**src/rtl/mem_bus_arbiter.sv**
```systemverilog
// Two-requester (icache/dcache) round-robin arbiter onto a single-outstanding
// memory bus. Reads return LINE_WORDS beats; dcache writes are single-beat.
module mem_bus_arbiter #(
    parameter int unsigned LINE_WORDS = 4
) (
    input  logic        clk,
    input  logic        rst,

    input  logic        ic_req,
    input  logic [31:0] ic_addr,
    output logic        ic_ack,
    output logic        ic_rvalid,
    output logic        ic_rlast,
    output logic [31:0] ic_rdata,

    input  logic        dc_req,
    input  logic        dc_we,
    input  logic [31:0] dc_addr,
    input  logic [31:0] dc_wdata,
    input  logic [3:0]  dc_wstrb,
    output logic        dc_ack,
    output logic        dc_rvalid,
    output logic        dc_rlast,
    output logic [31:0] dc_rdata,

    output logic        bus_req,
    output logic        bus_we,
    output logic [31:0] bus_addr,
    output logic [3:0]  bus_len,
    output logic [31:0] bus_wdata,
    output logic [3:0]  bus_wstrb,
    input  logic        bus_gnt,
    input  logic        bus_rvalid,
    input  logic [31:0] bus_rdata
);

    localparam int unsigned CNT_W    = (LINE_WORDS > 1) ? $clog2(LINE_WORDS) : 1;
    localparam logic [3:0]  READ_LEN = 4'(LINE_WORDS - 1);

    typedef enum logic [1:0] {
        IDLE = 2'd0,
        ADDR = 2'd1,
        DATA = 2'd2
    } state_t;

    state_t             state_q;
    state_t             state_d;
    logic               last_dc_q;   // 1: dcache won the most recent grant
    logic               owner_dc_q;  // 1: current transaction belongs to dcache
    logic [CNT_W-1:0]   beat_q;

    logic               grant_c;
    logic               win_dc_c;
    logic               beat_c;
    logic               last_beat_c;
    logic               win_we_c;

    // State register; reset abandons any transaction in flight.
    always_ff @(posedge clk or posedge rst) begin
        if (rst) begin
            state_q <= IDLE;
        end else begin
            state_q <= state_d;
        end
    end

    // Next-state, arbitration and beat qualification.
    always_comb begin
        state_d     = state_q;
        grant_c     = 1'b0;
        beat_c      = 1'b0;
        last_beat_c = 1'b0;
        // dcache wins unless icache is also asking and dcache had the last turn
        win_dc_c    = dc_req && (!ic_req || !last_dc_q);
        win_we_c    = win_dc_c && dc_we;

        unique case (state_q)
            IDLE: begin
                if (!rst && (ic_req || dc_req)) begin
                    grant_c = 1'b1;
                    state_d = ADDR;
                end
            end
            ADDR: begin
                if (bus_gnt) begin
                    state_d = DATA;
                end
            end
            DATA: begin
                if (bus_rvalid) begin
                    beat_c = 1'b1;
                    if (4'(beat_q) == bus_len) begin
                        last_beat_c = 1'b1;
                        state_d     = IDLE;
                    end
                end
            end
            default: begin
                state_d = IDLE;
            end
        endcase
    end

    // Grant capture, bus request payload, and beat counter.
    always_ff @(posedge clk or posedge rst) begin
        if (rst) begin
            last_dc_q  <= 1'b0;
            owner_dc_q <= 1'b0;
            beat_q     <= '0;
            bus_req    <= 1'b0;
            bus_we     <= 1'b0;
            bus_addr   <= '0;
            bus_len    <= '0;
            bus_wdata  <= '0;
            bus_wstrb  <= '0;
        end else begin
            if (grant_c) begin
                last_dc_q  <= win_dc_c;
                owner_dc_q <= win_dc_c;
                beat_q     <= '0;
                bus_req    <= 1'b1;
                bus_we     <= win_we_c;
                bus_addr   <= win_dc_c ? dc_addr : ic_addr;
                bus_len    <= win_we_c ? 4'd0 : READ_LEN;
                bus_wdata  <= win_we_c ? dc_wdata : 32'd0;
                bus_wstrb  <= win_we_c ? dc_wstrb : 4'd0;
            end else if (state_q == ADDR && bus_gnt) begin
                bus_req <= 1'b0;
            end

            if (beat_c) begin
                beat_q <= last_beat_c ? '0 : beat_q + CNT_W'(1);
            end
        end
    end

    // Requester-side handshake and same-cycle beat forwarding.
    always_comb begin
        ic_ack    = grant_c && !win_dc_c;
        dc_ack    = grant_c && win_dc_c;
        ic_rvalid = beat_c && !owner_dc_q;
        ic_rlast  = last_beat_c && !owner_dc_q;
        dc_rvalid = beat_c && owner_dc_q;
        dc_rlast  = last_beat_c && owner_dc_q;
        ic_rdata  = ic_rvalid ? bus_rdata : 32'd0;
        dc_rdata  = dc_rvalid ? bus_rdata : 32'd0;
    end

endmodule

```
**config.mk**
```make
export PLATFORM = sky130hd
export DESIGN_NAME = mem_bus_arbiter
export DESIGN_NICKNAME = d
export VERILOG_FILES = /design/src/rtl/mem_bus_arbiter.sv
export SDC_FILE = /design/constraint.sdc
export NUM_CORES = 1
export LEC_CHECK = 0
export CORE_MARGIN = 4
export CORE_UTILIZATION = 30
export CTS_CLUSTER_DIAMETER = 80
export DETAILED_ROUTE_END_ITERATION = 6
export GPL_ROUTABILITY_DRIVEN = 0
export HOLD_SLACK_MARGIN = 0.15
export PLACE_DENSITY = 0.72
export SYNTH_ARGS = -nofsm -noshare
export SYNTH_HDL_FRONTEND = slang
export SYNTH_SLANG_ARGS = --single-unit
```
**constraint.sdc**
```tcl
create_clock -name clk -period 3.3 [get_ports clk]
set_clock_uncertainty 0.05 [all_clocks]
set_input_delay 0.825 -clock clk [delete_from_list [all_inputs] [get_ports clk]]
set_output_delay 0.825 -clock clk [all_outputs]
set_load 0.02 [all_outputs]
```
==> flow_summary.yaml <==
grt:
  grt_max_degree: 47
  grt_use_total: 0.195
  grt_pass1_wl_mm: 22.5
  antenna_found_initial: 0
  overflow: 0
  grt_pass1_vias: 4225
pwr:
  p_int_uw: 3180
  total_leakage_power_uw: 0.00331
  swShare: 0.358
  combPwrFrac: 0.476
  seqPwrFrac: 0.306
  power_density_nw_per_um2: 704
  finalPower_uw: 4950
  p_clk_frac: 0.219
  peakVddDrop_v: 0.000229
  net-switching-power_uw: 1770
sta:
  worst_slack_ns: 0.133
  worstMarginPinSlew_ns: 0.643
  slew_violations: 0
  hold_viol: 0
  max_slew_margin: 0.571
  rsz0062_at_grt: "no"
  setup_viol_count_final: 0
  fmax_mhz: 316
  period_minus_slack_ns: 3.17
  fin_hold_ws_ns: 0.435
  timing.final.crit_share: 0.960
cts:
  cts.clk_slew.worst_paths_ns: 0.05
  clock_latency_ns: 0.32
  cts_max_level: 3
  post_cts_buffers: 0
  cts_tree: "yes"
  clock_sinks: 76
  root_buffer: "clkbuf_16"
  numCtsBuffers: 9
  cts_buffer_depth: 2
synth:
  yosys.cell_types.count: 30
  synth-seq-cells: 76
  yosys.area_share.simple: 0.254
  syn-instance-count: 347
  synth_edf_count: 0
  syn_area_um2: 3800
  synth_adder_area_share: 0
  yosysTopAreaCell: "dfrtp_1"
  synth_compound_area_frac: 0.183
  yosysTopAreaCellShare: 0.501
  yosysWarnings: 0
  muxShareOfSynthArea: 0
  synth.top_cells.by_count: "76 x dfrtp_1, 64 x and2_1, 37 x nand2_1"
  synth-async-reset-ratio: 1.00
  ys_seq_area_frac: 0.501
  synth_ff_type: "dfrtp_1"
  synth-xor-area-share: 0.00231
  syn-mean-instance-area_um2: 10.9
  synth_top_family_by_area: "simple AND/OR/NAND/NOR gates"
  synth.most_common_cell: "dfrtp_1"
  synth_area_leaders: "dfrtp_1 50%, and2_1 11%, a221o_1 8.4%, a22o_1 8.3%, nor3_2 7.6%"
floorplan:
  die_width_um: 121
  initial_core_util: 0.311
  core_area_um2: 12200
  die_y_um: 121
  ioPinCount: 283
  rows: 40
  die_area_um2: 14500
detailed_routing:
  drc_errors: 0
  dr.pass1.iters: 4
  drt_iter0_drc: 216
  via_per_inst: 4.80
  wl_per_cell_um: 18.4
  via_count: 3799
  routed_wl_mm: 14.5
  detail-route-antenna-nets: 0
layout:
  fin_cells: 791
  layout.nets: 758
  areaGrowthSynthToFinish_pct: 85.3
  n_antenna_cell: 0
  drive_gt1_frac: 0.111
worst_setup_path:
  crit_fanout: 17
  worstSetupPathType: "in -> out"
  crit_required_ns: 2.42
  crit_path_end: "ic_rdata[26]"
  worstSetupStartpointType: "input pin"
  cp-end-kind: "output pin"
  r2r_start: "state_q[0]"
  rrSetupSlack_ns: 1.46
  reg2reg_to: "bus_addr[12]"
  reg2reg_depth: 4
  arrival_ns: 2.29
  cp-startpoint: "bus_rvalid"
min_path:
  hp-class: "reg -> reg"
placement:
  port_buffers: 280
  hpwl_mm: 11.2
  dp.cells: 776
  place_ws_ns: -0.153
run:
  max_cap_viol_count: 0
outcome:
  status: "complete, no violations"
-- routing by layer --
| layer | global-route usage | routed length (um) | up-vias |
|---|---|---|---|
| li1 | - | - | 1782 |
| met2 | 0.350 | 7490 | 186 |
| met4 | 0.0722 | 435 | 0 |
| met5 | 0 | 0 | - |
| met1 | 0.214 | 5410 | 1801 |
| met3 | 0.0631 | 1180 | 30 |
-- worst min-delay path by stage --
| stage | start | endpoint | slack, ns | depth (start not counted) |
|---|---|---|---|---|
| after floorplan | beat_q[1] | beat_q[1] | 0.50 | 2 |
| after global placement | bus_we | bus_we | 0.41 | 1 |
| after detailed placement | bus_we | bus_we | 0.42 | 1 |
| after CTS | bus_we | bus_we | 0.45 | 1 |
| after global routing | bus_wdata[2] | bus_wdata[2] | 0.46 | 1 |
| final | bus_we | bus_we | 0.43 | 1 |
-- power groups by stage --
stage | combinational, uW | clock [uW] | sequential, uW
floorplan | 844 | 0 | 1890
global placement | 2390 | 0 | 1510
detailed placement | 2420 | 0 | 1530
CTS | 2390 | 1110 | 1520
global route | 2490 | 1160 | 1560
finish | 2360 | 1080 | 1510
-- per-stage QoR --
step	utilization	TNS, ns	instance area [um2]
4_1_cts	0.576	0	7030
3_5_place_dp	0.555	-7.01	6780
6_report	0.576	0	7040
2_1_floorplan	-	0	3800
3_3_place_gp	0.555	-6.29	6780
5_1_grt	0.576	0	7040
-- cell families (layout without fill, tap and decap cells) --
group,Yosys count,count (layout)
and+or+nand+nor,153,153
AOI/OAI and AO/OA,77,77
DFF,76,76
buffers and inverters,39,314
other,1,2
xor gates and xnor gates,1,1
-- cells in the final DEF, fill, tap and decap left out, types with 2 or more instances in the layout --
cell type,synthesis,routed
a221o_1,32,32
clkbuf_16,0,9
nor2_2,2,2
o21ai_0,2,2
and3_1,2,2
clkbuf_8,0,3
and2_1,64,64
dlygate4sd2_1,0,66
a22o_1,36,36
bufinv_16,0,2
buf_4,7,14
nor3_2,29,29
buf_12,0,3
inv_1,3,2
conb_1,1,2
dfrtp_1,76,76
clkdlybuf4s50_1,0,210
nor2_1,4,4
dlymetal6s2s_1,0,3
nor3_1,7,7
a21oi_1,2,2
nand2_1,37,37
nand3b_1,2,2
-- registers in the layout, summed over array words and instances, names as in the netlist --
| signal | flops |
|---|---|
| bus_addr | 32 |
| bus_wdata | 32 |
| bus_wstrb | 4 |
| beat_q | 2 |
| state_q | 2 |
| bus_len | 1 |
| bus_req | 1 |
| bus_we | 1 |
| owner_dc_q | 1 |
-- critical path: stages --
cell and delay (ns):
clkdlybuf4s50_1 0.48, nand3b_1 0.14, nor2_2 0.13, buf_4 0.19, and2_1 0.13, dlygate4sd2_1 0.38
-- final cells by class --
class	instances	area [um2]
fillers	1097	5170
repair buffers	296	2880
flip-flops and latches	76	1900
multi-input cells	233	1700
clock buffers	12	267
well taps	168	210
clock inverters	3	68.8
inverters	3	12.5
-- repair_timing --
action | CTS | global route
setup endpoints to repair | 66 | 3
hold buffers | 0 | 0
resized for setup | 66 | 3
(Power assumes the default switching activity.)
